===== config.mk =====
export PLATFORM = sky130hd
export DESIGN_NAME = multiport_grf
export DESIGN_NICKNAME = d
export VERILOG_FILES = /design/src/rtl/multiport_grf.sv
export SDC_FILE = /design/constraint.sdc
export NUM_CORES = 2
export LEC_CHECK = 0
export CAP_MARGIN = 15
export CORE_MARGIN = 10
export CORE_UTILIZATION = 30
export DETAILED_ROUTE_END_ITERATION = 16
export GPL_ROUTABILITY_DRIVEN = 1
export PLACE_DENSITY = 0.51
export SKIP_LAST_GASP = 1
export SLEW_MARGIN = 20
export SYNTH_ARGS = -nofsm -noshare
export SYNTH_HDL_FRONTEND = slang
export SYNTH_SLANG_ARGS = --single-unit

===== constraint.sdc =====
create_clock -name clk -period 46.1 [get_ports clk]
set_input_delay 9.22 -clock clk [delete_from_list [all_inputs] [get_ports clk]]
set_output_delay 9.22 -clock clk [all_outputs]
set_load 0.005 [all_outputs]

===== src/rtl/multiport_grf.sv =====
`default_nettype none
// ============================================================================
// Module   : multiport_grf
// Brief    : Multi-read, dual-write register file with same-cycle write bypass
//            and per-register pending scoreboard. Optional macro GRF_TRACE_EN
//            prints every accepted write.
// Revision : 1.0
// ============================================================================
module multiport_grf #(
    parameter int DATA_W = 32,
    parameter int ADDR_W = 5,
    parameter int NUM_RD = 2
) (
    input  logic                       clk,
    input  logic                       reset,
    input  logic [NUM_RD*ADDR_W-1:0]   rd_addr,
    output logic [NUM_RD*DATA_W-1:0]   rd_data,
    output logic [NUM_RD-1:0]          rd_ready,
    input  logic                       wr0_en,
    input  logic [ADDR_W-1:0]          wr0_addr,
    input  logic [DATA_W-1:0]          wr0_data,
    input  logic [31:0]                wr0_pc,
    input  logic                       wr1_en,
    input  logic [ADDR_W-1:0]          wr1_addr,
    input  logic [DATA_W-1:0]          wr1_data,
    input  logic [31:0]                wr1_pc,
    input  logic                       iss_en,
    input  logic [ADDR_W-1:0]          iss_addr,
    output logic [(2**ADDR_W)-1:0]     pend_vec
);

    localparam int DEPTH = 2**ADDR_W;

    logic [DATA_W-1:0] r_regs [DEPTH];
    logic [DEPTH-1:0]  r_pend;
    logic [DEPTH-1:0]  w_pend_nxt;
    logic              w_wr0_act;
    logic              w_wr1_act;
    logic              w_iss_act;

    assign w_wr0_act = wr0_en && (wr0_addr != '0);
    assign w_wr1_act = wr1_en && (wr1_addr != '0);
    assign w_iss_act = iss_en && (iss_addr != '0);

    // Port 1 is assigned last so it wins a same-address collision.
    always_ff @(posedge clk or posedge reset) begin
        if (reset) begin
            for (int r = 0; r < DEPTH; r++) begin
                r_regs[r] <= '0;
            end
        end else begin
            if (w_wr0_act) r_regs[wr0_addr] <= wr0_data;
            if (w_wr1_act) r_regs[wr1_addr] <= wr1_data;
        end
    end

    // A new reservation overrides a completing write to the same register.
    always_comb begin
        w_pend_nxt = r_pend;
        if (w_wr0_act) w_pend_nxt[wr0_addr] = 1'b0;
        if (w_wr1_act) w_pend_nxt[wr1_addr] = 1'b0;
        if (w_iss_act) w_pend_nxt[iss_addr] = 1'b1;
        w_pend_nxt[0] = 1'b0;
    end

    always_ff @(posedge clk or posedge reset) begin
        if (reset) begin
            r_pend <= '0;
        end else begin
            r_pend <= w_pend_nxt;
        end
    end

    assign pend_vec = r_pend;

    for (genvar i = 0; i < NUM_RD; i++) begin : g_rd
        logic [ADDR_W-1:0] w_a;
        logic [DATA_W-1:0] w_data;
        logic              w_ready;

        assign w_a = rd_addr[i*ADDR_W +: ADDR_W];

        always_comb begin
            w_data  = r_regs[w_a];
            w_ready = !r_pend[w_a];
            if (w_a == '0) begin
                w_data  = '0;
                w_ready = 1'b1;
            end else if (wr1_en && (wr1_addr == w_a)) begin
                w_data  = wr1_data;
                w_ready = 1'b1;
            end else if (wr0_en && (wr0_addr == w_a)) begin
                w_data  = wr0_data;
                w_ready = 1'b1;
            end
        end

        assign rd_data[i*DATA_W +: DATA_W] = w_data;
        assign rd_ready[i]                 = w_ready;
    end

`ifdef GRF_TRACE_EN
    always @(posedge clk) begin
        if (!reset) begin
            if (w_wr0_act) $display("%d@%h: $%d <= %h", $time, wr0_pc, wr0_addr, wr0_data);
            if (w_wr1_act) $display("%d@%h: $%d <= %h", $time, wr1_pc, wr1_addr, wr1_data);
        end
    end
`else
    logic w_unused_pc;
    assign w_unused_pc = ^{wr0_pc, wr1_pc};
`endif

endmodule
`default_nettype wire

## Yosys cells after proc, flatten, opt, wreduce, memory -nomap -nowiden

Cells that the tools add are included.

- Bits in registers: 1055
- Input port bits: 158

- Reduce and logical (&&, ||, !) cells: 19
- Bitwise operators: 9
- Equality and inequality tests: 4
- Multiplexer cells: 39
- $lt $le $gt $ge: 14

Operators with widths:

| kind | count |
|---|---|
| $bwmux 1024 | 2 |
| $mux 1024 | 2 |
| $mux 32 | 15 |
| $bmux 32 s5 | 2 |
| $demux 32 s5 | 2 |
| $and 32x32->32 | 2 |
| $not 32->32 | 2 |
| $or 32x32->32 | 1 |
| $lt 5x6->1 const B | 5 |
| $ge 6x6->1 const B | 4 |
| $not 5->6 | 4 |
| $eq 5x5->1 | 4 |
| $demux 1 s5 | 3 |
| $ge 5x1->1 const B | 3 |
| $reduce_bool 5->1 | 3 |
| $logic_and 1x1->1 | 12 |
| $lt 6x1->1 const B | 2 |
| $mux 1 | 11 |
| $bmux 1 s5 | 2 |
| $logic_not 5->1 | 2 |
| $logic_not 1->1 | 2 |

## Depth between registers and ports, before layout

- Depth after elaboration: 11
- Mapped depth: 10
- Mapped depth without buffers: 5

## Worst setup path after synthesis

Ideal clock, no wire load.

- Path kind: input to output
- Start point: input port rd_addr[5]
- End point: output port rd_ready[1]
- Setup slack: 25.837 ns
- Cell stages on the path: 7
- Required time: 36.880 ns
- Arrival: 11.043 ns
- Cells stage by stage: buf_2 -> buf_2 -> mux4_2 -> mux4_2 -> nand2_1 -> a21o_1 -> buf_4

- Word-level cells in the longest chain between the ends: 6
- Elaborated cells between the ends (all ways): 11

Ends and longest elaborated chain:

| item | line | RTL |
|---|---|---|
| from (decl) | 16 | `input logic [NUM_RD*ADDR_W-1:0] rd_addr,` |
| $bmux 1 s5 | 85 | `w_ready = !r_pend[w_a];` |
| $mux 1 (not written as such) | 85 |  |
| $logic_not 1->1 | 85 |  |
| $mux 1 | 92 | `end else if (wr0_en && (wr0_addr == w_a)) begin` |
| $mux 1 | 89 | `end else if (wr1_en && (wr1_addr == w_a)) begin` |
| $mux 1 * | 86 | `if (w_a == '0) begin` |
| to (decl) | 18 | `output logic [NUM_RD-1:0] rd_ready,` |

Every way passes the cells marked *; elsewhere a longest branch is shown, timed or not. The select of a mux whose other input is x is not followed.

## Worst setup path after layout

- Start point: input port rd_addr[5]
- End point: output port rd_data[56]

- Word-level cells in the longest chain between the ends: 7
- Elaborated cells between the ends (all ways): 12

Ends and longest elaborated chain:

| item | line | RTL |
|---|---|---|
| $not 5->6 (not written as such) | 84 | `w_data = r_regs[w_a];` |
| $bmux 32 s5 | 84 |  |
| $mux 32 (not written as such) (2 in series) | 84 |  |
| $mux 32 | 92 |  |
| $mux 32 | 89 |  |
| $mux 32 * | 86 |  |
| to (decl) | 17 | `output logic [NUM_RD*DATA_W-1:0] rd_data,` |

Marks and branches as above.

==> impl_metrics.toml <==
[power_and_ir_drop]
p_seq_share_pct = 42.7
pwr-share-clk_pct = 30.9
p_per_area_nw_per_um2 = 42.7
p_sw_w = 0.00106
p_int_w = 0.00214
p_comb_share_pct = 26.4
peakVddDrop_v = 0.0000344
swShare_pct = 33.0
p_leak_nw = 30.2

[global_routing]
grt-ovfl-total = 0
grt_max_degree = 141
grt_pass1_vias = 55400
grt_pass1_wl_mm = 433
grt_usage_pct = 24.3
antenna_found_initial = 15

[cts]
cts_hold_buf = 0
path_clk_slew_ns = 0.06
cts_root_buffer = "clkbuf_16"
cts_resized = 0
cts_buffers = 121
cts_sinks = 1055
max-clock-path-buffers = 3
cts_tree = "yes"
postCtsSetupBuffers = 0
h-tree-depth = 3
clk_latency_ns = 0.77

[route]
drc = 0
wl_met1_mm = 117
routedWlPerCell_um = 32.9
highest_layer = "met5"
route.met3.wl_mm = 32.1
via_per_inst = 6.08
ant_nets = 0
vias = 57100
wirelength_mm = 309
drt_iter0_drc = 7665
wl_met2_mm = 136
drt_first_pass_iters = 8

[synth]
yosys_register_bits = 1055
synth_fa_ha_area_share_pct = 0
syn-num-nets = 6880
synthXorXnorAreaFrac_pct = 0.262
synth_cell_types = 62
syn_area_sq_um = 66900
synth-async-reset-ratio_pct = 100
synth_top_family_by_area = "multiplexers"
syn_inst = 6722
synth-edff-count = 0
synth_flop_cell = "dfrtp_1"
ys_warn_count = 0
synth_compound_gate_area_share_pct = 17.6
muxShareOfSynthArea_pct = 28.4
seq_area_frac_synth_pct = 39.5
avgSynthCellArea_sq_um = 9.95
yosys.area_share.simple_pct = 8.33

[setup_path]
path_delay_family = "buffers and inverters"
crit_path_start_kind = "input pin"
crit_top_cell = "buf_4"
endpoint_kind = "output pin"
rrSetupSlack_ns = 45.20
cp.required_ns = 36.88
criticalPathCategory = "in -> out"
slowest_stage = "a221oi_1"
cp_max_fo = 51
cpPeakStageDelay_ns = 0.80
worst-path-buf-inv = 4
arrival_ns = 13.92
cp_cell_sequence = "buf_8, buf_4, buf_4, mux4_2, mux2_2, a221oi_1, nor4_1, a221o_1, clkdlybuf4s50_1"

[sta]
hold_violations = 0
drv_slew = 0
setup_viol = 0
period_needed_ns = 23.14
slew-limit-headroom_pct = 13.8
tns_ns = 0
fmax_mhz = 43.2
worstMarginPinSlew_ns = 1.29
rsz0062_at_grt = "no"
fin_skew_ns = 0
min_period_over_period_pct = 50.2

[place]
gp_congestion = 0.910
postPlaceCellArea_sq_um = 70800
dp_hpwl_mm = 176
port_buffers = 190

[floorplanning]
die_h_um = 492
die_w_um = 492
dieArea_sq_um = 242000
num_io_pins = 256
initial_utilization_pct = 30.1
rows = 173
core_area_sq_um = 222000

[final_layout]
layout.cells.most_common = "mux2i_1"
drive_gt1_share_pct = 13.3
nFillCells = 22400
final_cell_mix = "mux2i_1, dfrtp_1, a21oi_1, nor2_1, nand2_1"
final_area_sq_um = 74800
area_growth_pct = 11.8
nNetsFinal = 6475

[worst_hold_path]
hp-class = "reg -> reg"

[job]
max-cap-violations = 0

[outcome]
outcome = "finished clean"
## power groups by stage
stage	Clock, W	Combinational (W)	Sequential, W
after floorplan	0	0.000593	0.00131
after global placement	0	0.000815	0.00136
after detailed placement	0	0.000832	0.00137
after CTS	0.000996	0.000832	0.00135
after global routing	0.00103	0.000907	0.00139
final	0.000985	0.000844	0.00136
## cells by family (layout without fill, tap and decap cells)
kind of cell              count (synthesis)  after routing
DFF                                    1055           1055
and+or+nand+nor                        1365           1365
AOI/OAI and AO/OA                      1835           1835
buffers and inverters                   935            627
other                                     1             11
xor gates and xnor gates                 20             20
muxes                                  1511           1511
## per-layer routing
layer / track usage, % / vias to the layer above
li1: - / 24100
met1: 30.1 / 28700
met2: 37.1 / 3396
met3: 6.90 / 953
met4: 15.8 / 6
met5: 0 / -
## through the flow
step	power (W)	utilization, %	hold WS (ns)	worst slack (ns)	std cells
2_1_floorplan	0.00190	-	0.445	7.18	6722
3_3_place_gp	0.00217	31.9	0.381	22.89	9168
3_5_place_dp	0.00220	31.9	0.384	22.90	9168
4_1_cts	0.00318	33.6	0.401	22.90	9388
5_1_grt	0.00333	33.7	0.412	22.77	9393
6_report	0.00319	33.7	0.396	22.97	9399
## final cells by class
| type | instances | area (sq um) | area share (%) |
|---|---|---|---|
| tap | 2975 | 3720 | 4.98 |
| multi-input combinational | 4732 | 37100 | 49.6 |
| sequential | 1055 | 26400 | 35.3 |
| clock inverter | 30 | 270 | 0.361 |
| inverter | 8 | 37.5 | 0.0502 |
| clock buffer | 190 | 3670 | 4.91 |
| antenna | 10 | 25.0 | 0.0335 |
| timing repair buffer | 399 | 3570 | 4.77 |
## worst paths after layout
kind | cells after the start | start | to
max in group asynchronous | 6 | reset | r_regs[335]
setup reg to reg | 1 | pend_vec[7] | pend_vec[7]
hold / removal | 0 | r_regs[992] | r_regs[992]
hold reg to reg | 0 | r_regs[992] | r_regs[992]
setup / recovery | 9 | rd_addr[5] | rd_data[56]
min in group asynchronous | 2 | reset | r_regs[235]
## cells in the mapped netlist, drive strengths merged, types with 4 or more instances
| library cell | number | area (sq um) |
|---|---|---|
| or2 | 5 | 31.3 |
| nor2 | 697 | 2650 |
| and3 | 4 | 25.0 |
| a32o | 15 | 150 |
| inv | 7 | 26.3 |
| nor2b | 8 | 50.1 |
| a21o | 12 | 90.1 |
| a22o | 97 | 850 |
| o21ai | 399 | 2000 |
| mux2i | 1182 | 11800 |
| a221o | 21 | 210 |
| a21oi | 667 | 3340 |
| nand4 | 5 | 31.3 |
| nor4 | 21 | 131 |
| a221oi | 20 | 175 |
| xnor2 | 14 | 123 |
| xor2 | 6 | 52.6 |
| a22oi | 76 | 571 |
| dfrtp | 1055 | 26400 |
| nand2b | 5 | 31.3 |
| nand2 | 524 | 1970 |
| nand3 | 5 | 25.0 |
| nor3b | 6 | 45.0 |
| clkbuf | 591 | 2220 |
| o221ai | 105 | 920 |
| and3b | 7 | 61.3 |
| or3b | 5 | 43.8 |
| a32oi | 304 | 2660 |
| mux2 | 22 | 248 |
| a211oi | 31 | 233 |
| a31oi | 20 | 125 |
| nor3 | 43 | 241 |
| or3 | 8 | 50.1 |
| mux4 | 307 | 6910 |
| and2 | 7 | 43.8 |
| o31ai | 32 | 240 |
| buf | 336 | 1720 |
| o22ai | 33 | 206 |
## state kept, by name, indices dropped and copies added (netlist names)
register and flops:
r_regs 1024, pend_vec 31
Note: power is estimated with default switching activity, not from simulation.
